$ cat src/rtl/alu_link_pkg.sv
// Shared widths, LFSR constants and state encoding for the XNOR stream decoder.
package alu_link_pkg;
  localparam int          size     = 16;
  localparam logic [15:0] TAPS     = 16'hB400;
  localparam logic [15:0] ZERO_SUB = 16'h0001;

  typedef enum logic {IDLE = 1'b0, RUN = 1'b1} state_t;

  // One right-shift Galois step; the feedback bit is the LSB shifted out.
  function automatic logic [size-1:0] lfsr_step(input logic [size-1:0] k);
    return (k >> 1) ^ (k[0] ? TAPS : '0);
  endfunction
endpackage

$ cat src/rtl/Gate_XNOR.sv
// Generic bitwise XNOR gate shared across the ALU datapath.
module Gate_XNOR #(
  parameter int size = 16
) (
  input  logic [size-1:0] A,
  input  logic [size-1:0] B,
  output logic [size-1:0] Y
);
  assign Y = ~(A ^ B);
endmodule

$ cat src/rtl/xnor_key_lfsr.sv
// Key register: seed load with zero substitution, LFSR advance on enable.
module xnor_key_lfsr
  import alu_link_pkg::*;
(
  input  logic            i_clk,
  input  logic            i_rst,
  input  logic            i_load,
  input  logic [size-1:0] i_key_in,
  input  logic            i_enable,
  output logic [size-1:0] o_key
);
  logic [size-1:0] r_key;

  // Load wins over advance so a reseed is never perturbed by a same-cycle accept.
  always_ff @(posedge i_clk or posedge i_rst) begin
    if (i_rst) begin
      r_key <= '0;
    end else if (i_load) begin
      r_key <= (i_key_in == '0) ? ZERO_SUB : i_key_in;
    end else if (i_enable) begin
      r_key <= lfsr_step(r_key);
    end
  end

  assign o_key = r_key;
endmodule

$ cat src/rtl/xnor_stream_decoder.sv
// Receive-side XNOR decoder: valid/ready in, one registered output stage out.
module xnor_stream_decoder
  import alu_link_pkg::*;
(
  input  logic            i_clk,
  input  logic            i_rst,
  input  logic            i_key_load,
  input  logic [size-1:0] i_key_in,
  input  logic            i_in_valid,
  output logic            o_in_ready,
  input  logic [size-1:0] i_in_data,
  output logic            o_out_valid,
  input  logic            i_out_ready,
  output logic [size-1:0] o_out_data,
  output logic            o_keyed,
  output logic [15:0]     o_word_count
);
  state_t          r_state;
  state_t          w_state_nxt;
  logic            w_in_ready;
  logic            w_accept;
  logic [size-1:0] w_key;
  logic [size-1:0] w_dec;
  logic            r_out_valid;
  logic [size-1:0] r_out_data;
  logic [15:0]     r_word_count;

  always_ff @(posedge i_clk or posedge i_rst) begin
    if (i_rst) r_state <= IDLE;
    else       r_state <= w_state_nxt;
  end

  // in_ready never looks at in_valid, so upstream may gate valid on ready.
  always_comb begin
    w_state_nxt = r_state;
    w_in_ready  = 1'b0;
    case (r_state)
      IDLE: begin
        if (i_key_load) w_state_nxt = RUN;
      end
      RUN: begin
        w_in_ready = !r_out_valid || i_out_ready;
      end
      default: w_state_nxt = IDLE;
    endcase
  end

  assign w_accept = i_in_valid && w_in_ready;

  xnor_key_lfsr u_key (
    .i_clk    (i_clk),
    .i_rst    (i_rst),
    .i_load   (i_key_load),
    .i_key_in (i_key_in),
    .i_enable (w_accept && !i_key_load),
    .o_key    (w_key)
  );

  Gate_XNOR #(.size(size)) u_xnor (
    .A (i_in_data),
    .B (w_key),
    .Y (w_dec)
  );

  always_ff @(posedge i_clk or posedge i_rst) begin
    if (i_rst) begin
      r_out_valid <= 1'b0;
      r_out_data  <= '0;
    end else if (w_accept) begin
      r_out_valid <= 1'b1;
      r_out_data  <= w_dec;
    end else if (i_out_ready) begin
      r_out_valid <= 1'b0;
    end
  end

  // A word accepted alongside key_load belongs to the old key and is not counted.
  always_ff @(posedge i_clk or posedge i_rst) begin
    if (i_rst)           r_word_count <= '0;
    else if (i_key_load) r_word_count <= '0;
    else if (w_accept)   r_word_count <= r_word_count + 16'd1;
  end

  assign o_in_ready   = w_in_ready;
  assign o_out_valid  = r_out_valid;
  assign o_out_data   = r_out_data;
  assign o_keyed      = (r_state == RUN);
  assign o_word_count = r_word_count;
endmodule

$ cat config.mk
export PLATFORM = sky130hd
export DESIGN_NAME = xnor_stream_decoder
export DESIGN_NICKNAME = d
export VERILOG_FILES = /design/src/rtl/alu_link_pkg.sv /design/src/rtl/Gate_XNOR.sv /design/src/rtl/xnor_key_lfsr.sv /design/src/rtl/xnor_stream_decoder.sv
export SDC_FILE = /design/constraint.sdc
export NUM_CORES = 1
export LEC_CHECK = 0
export CORE_UTILIZATION = 40
export CTS_CLUSTER_DIAMETER = 30
export DETAILED_ROUTE_END_ITERATION = 8
export GPL_TIMING_DRIVEN = 0
export PLACE_DENSITY = 0.7
export SYNTH_ARGS = -nofsm -noshare
export SYNTH_HDL_FRONTEND = slang
export SYNTH_SLANG_ARGS = --single-unit
$ cat constraint.sdc
create_clock -name i_clk -period 2.5 [get_ports i_clk]
set_input_delay 0.625 -clock i_clk [delete_from_list [all_inputs] [get_ports i_clk]]
set_output_delay 0.625 -clock i_clk [all_outputs]
set_load 0.02 [all_outputs]
After elaboration in Yosys (flattened, before gate mapping)
Index checks and enable logic that the tools add are counted.

cells by class
  multiplexer cells = 11
  multipliers = 0
  shifts and indexed selects = 0
  equal/unequal tests = 0
  reduce and logical (&&, ||, !) cells = 9
  order comparisons = 0
  bitwise gates (word level) = 3
  add/subtract/negate cells = 1
  divide/modulo/power cells = 0

operator list
  kind                                                             count
  16-bit two-way mux                                               6
  16-bit by 1-bit adder with 16-bit output, second input constant  1
  16-bit zero test                                                 1
  16-bit inverter                                                  1
  15-bit by 16-bit XOR with 16-bit output                          1
  16-bit XOR                                                       1
  2-bit nonzero test                                               3
  1-bit two-way mux                                                5
  1-bit logical AND                                                2
  1-bit zero test                                                  2
  1-bit logical OR                                                 1

storage, ports and cells
  bits of input ports = 37
  bits in registers = 50
  ROM bits = 0
  bits in latches = 0
  memories = 0
  word-level logic and storage cells = 29
  memory bits (writable) = 0

Logic depth before layout (Yosys ltp)
  word-level depth = 7
  mapped depth = 6
  mapped depth without buffers = 5

Cells and area by module
From an unflattened synthesis, not the netlist that was laid out.

unflattened totals
  cell total of the unflattened synthesis = 258
  area total of the unflattened synthesis = 2,504.9 um^2

modules (own cells, without submodules)
  module               cells an instance  area each (um^2)  times used
  xnor_stream_decoder  163                1,522.7           1
  xnor_key_lfsr        79                 842.1             1
  Gate_XNOR            16                 140.1             1

Worst setup path before layout
OpenSTA, ideal clock, no wires.

  path kind = input-to-reg
  start = in i_in_valid
  end = reg r_word_count[15] (netlist: o_word_count[15])
  path slack = 0.314 ns
  cell stages on the path = 5
  setup time = 0.125 ns
  buffers on the path = 1
  arrival = 2.062 ns
  data required time = 2.375 ns
  cell sequence = nand2_1 > or4_1 > clkbuf_1 > nor4_1 > mux2_2

on the way
  cells in the longest elaborated chain, start to end = 2

RTL lines
  what                                 line                       text
  start, declared                      xnor_stream_decoder.sv:9   input logic i_in_valid,
  1-bit logical AND                    xnor_stream_decoder.sv:48  assign w_accept = i_in_valid && w_in_ready;
  2-bit nonzero test (no source line)  -
  end signal, assigned                 xnor_stream_decoder.sv:81  else if (w_accept) r_word_count <= r_word_count + 16'd1;
  end, declared                        xnor_stream_decoder.sv:26  logic [15:0] r_word_count;

No other way between the ends.
A chain may end at the register's enable or synchronous reset.

Worst setup path after layout
  start = in i_out_ready
  end = reg r_word_count[14] (netlist: o_word_count[14])

on the way
  cells in the longest elaborated chain, start to end = 4

RTL lines
  what                                 line                       text
  start, declared                      xnor_stream_decoder.sv:13  input logic i_out_ready,
  1-bit logical OR                     xnor_stream_decoder.sv:42  w_in_ready = !r_out_valid || i_out_ready;
  1-bit two-way mux                    xnor_stream_decoder.sv:37  case (r_state)
  1-bit logical AND                    xnor_stream_decoder.sv:48
  2-bit nonzero test (no source line)  -

No other way between the ends.

==> out/qor.txt <==
Startpoint Class = primary input
Adder-Cell Fraction of Synth Area = 0.005208
Post-synthesis sequential area ratio = 0.5208
Hold depth = 2
ANT nets after route = 0
Worst-Margin Slew = 637.1 ps
H-Tree Depth = 2
Post-synth top flop = dfrtp_1
Clock insertion delay at the later pin of the skew report = 300 ps
Mean Syn Cell Area = 9.805 um2
Period minus WS final = 2449 ps
Total number of yosys warnings = 0
WP data arrival = 2670 ps
Routed len/inst = 14.08 um
Rows = 27
Crit end category = flip-flop
Routed WL = 5.575 mm
PwrDens = 593.9 nW/um2
Root buffer cell = clkbuf_8
DP Area = 3223 um2
Library cells used by synthesis = 31
Min-delay worst type = reg2reg
Routability cong. = 0.8523
Post-route cell area = 3339 um2
Pleak = 0.001419 uW
Critical path peak fanout = 9
FF-to-FF setup slack = 420 ps
Total grt overflow = 0
P&R area growth vs syn = 39.01%
Ant. Diodes = 0
Port buffer count = 71
Die H = 79.50 um
Cts bufs inserted = 5
Final setup violating endpoints = 0
DR DRC count = 0
EDFF count, synth = 0
Layout cell share with drive strength beyond 1 = 0.07716
Hold Fails Final Rpt = 0
Crit path kind = in2reg
Post-CTS Hold Fix Bufs = 0
Largest family of logic cells by synthesized area = simple AND/OR/NAND/NOR gates
Vias in the first global route = 1802
Initial DRT Pass Iterations = 4
Nets = 361
Die area = 6319 um2
Synth Area in Simple Gates = 0.1724
Max Slew Vio Count = 0
Reg2Reg Depth = 6
Placed cells = 389
Post-Route Utilization = 0.5919
Mapped Area = 2402 um2
CTS Buffer Depth = 2
Achievable frequency = 408.4 MHz
Outcome = completed
Synth async-reset ratio = 1.000
CORE AREA = 5642 um2
Mux contribution to synthesized area = 0.07240
CTS Sinks = 50
Syn Nets = 283
First-pass GRT wire length = 8.790 mm
Ports = 72
Total power = 1983 uW
Final Cycle Share = 0.9795
Via density = 5.025
Max-cap viol count = 0
Setup TNS = 0 ps
Xor/xnor share of the synthesized area = 0.09115
Worst Path Required = 2730 ps
Compound-cell area share of the yosys netlist = 0.1026
Largest net degree at the start of global routing = 27
Clock-pin slew on the worst setup and hold paths = 90 ps
CTS tree = built
RSZ-0062 raised after global routing = no
HPWL Detailed = 4.210 mm
Initial Util = 0.4258
FF+latch count, synth = 50
Die width = 79.50 um
Syn Inst Count = 245
Vias = 1990
Non-Filler Instances = 396
Clk_skew = 5.361 ps
Tot GR Track Use = 0.1824
Fill count = 502
Max_slew headroom = 0.5753
Worst IR drop on VDD = 0.2740 mV
Drt initial violations = 119
Initial antenna violation count = 0
path summary, 6_finish.rpt:
kind / from / endpoint
worst min register to register: o_out_data[3] / o_out_data[3]
worst max-delay path: i_out_ready / o_word_count[14]
min in group asynchronous: i_rst / u_key.o_key[11]
max in group asynchronous: i_rst / o_word_count[10]
worst min-delay path: o_out_data[3] / o_out_data[3]
worst max register to register: o_out_valid / o_word_count[14]
report_power, final:
part | switching, uW | internal (uW) | leakage, uW | total (uW)
sequential | 64.6 | 892 | 0.000633 | 957
combinational | 223 | 231 | 0.000727 | 454
clock | 273 | 300 | 0.0000585 | 573
critical path: stages:
cell	delay, ps
clkdlybuf4s50_1	520
nor2b_4	50
buf_6	130
or4_1	520
buf_2	180
or4_1	500
a21oi_1	150
flip-flops by register name (all words and copies together) (netlist names):
signal	count
u_key.o_key	16
o_word_count	16
o_out_data	16
o_keyed	1
o_out_valid	1
routing by layer:
layer / global-route usage / up-vias / wire (um) / part of all wire
li1: - / 988 / - / -
met1: 0.2354 / 952 / 2496 / 0.45
met2: 0.3026 / 48 / 2758 / 0.49
met3: 0.04571 / 2 / 277 / 0.050
met4: 0.04909 / 0 / 42 / 0.0075
met5: 0 / - / 0 / 0
logic make-up (layout without fill, tap and decap cells):
group | count (synthesis) | after routing
AO/OA/AOI/OAI | 48 | 48
XOR/XNOR | 25 | 25
adder cells (fa/ha/maj) | 1 | 1
buffers and inverters | 20 | 99
flip-flops | 50 | 50
multiplexers | 17 | 17
AND/OR/NAND/NOR | 84 | 84
final cells by class:
type / instances / area [um2] / area share
inverters: 6 / 22.52 / 0.006744
flip-flops and latches: 50 / 1251 / 0.3747
plain buffers: 13 / 58.81 / 0.01761
multi-input cells: 175 / 1079 / 0.3230
clock buffers: 5 / 68.82 / 0.02061
repair buffers: 72 / 725.7 / 0.2173
clock inverters: 3 / 43.79 / 0.01311
well taps: 72 / 90.09 / 0.02698
cell usage after synthesis (4+ instances only):
| cell type | count | area [um2] |
|---|---|---|
| a21oi_1 | 10 | 50.05 |
| nand3_1 | 4 | 20.02 |
| nand2_1 | 37 | 138.9 |
| dfrtp_1 | 50 | 1251 |
| xor2_1 | 17 | 148.9 |
| nor2b_1 | 4 | 25.02 |
| inv_1 | 6 | 22.52 |
| clkbuf_1 | 9 | 33.78 |
| nor3_1 | 6 | 30.03 |
| nor2_1 | 10 | 37.54 |
| or3_1 | 4 | 25.02 |
| mux2i_1 | 14 | 140.1 |
| xnor2_1 | 8 | 70.07 |
| nor4_1 | 6 | 37.54 |
| o21ai_0 | 36 | 180.2 |
stage by stage:
stage	hold slack, ps	setup WS (ps)
2_1_floorplan	568.9	313.5
3_3_place_gp	461.4	-387.0
3_5_place_dp	469.1	-389.2
4_1_cts	490.8	5.462
5_1_grt	512.2	3.806
6_report	482.2	51.27
what timing repair did:
action	4_1_cts	5_1_grt
resized for setup	4	2
setup endpoints to repair	2	2
setup buffers	0	0
cell usage in the layout (no fill, tap or decap), drive strengths merged, types with 5 or more instances in the layout:
master,count
clkdlybuf4s50,70
dfrtp,50
nand2,37
o21ai,36
xor2,17
mux2i,14
clkbuf,14
a21oi,10
nor2,10
xnor2,8
inv,7
nor3,6
nor4,6
buf,6
nor2b,5
or3,5
Note: power is estimated with default switching activity, not from simulation.
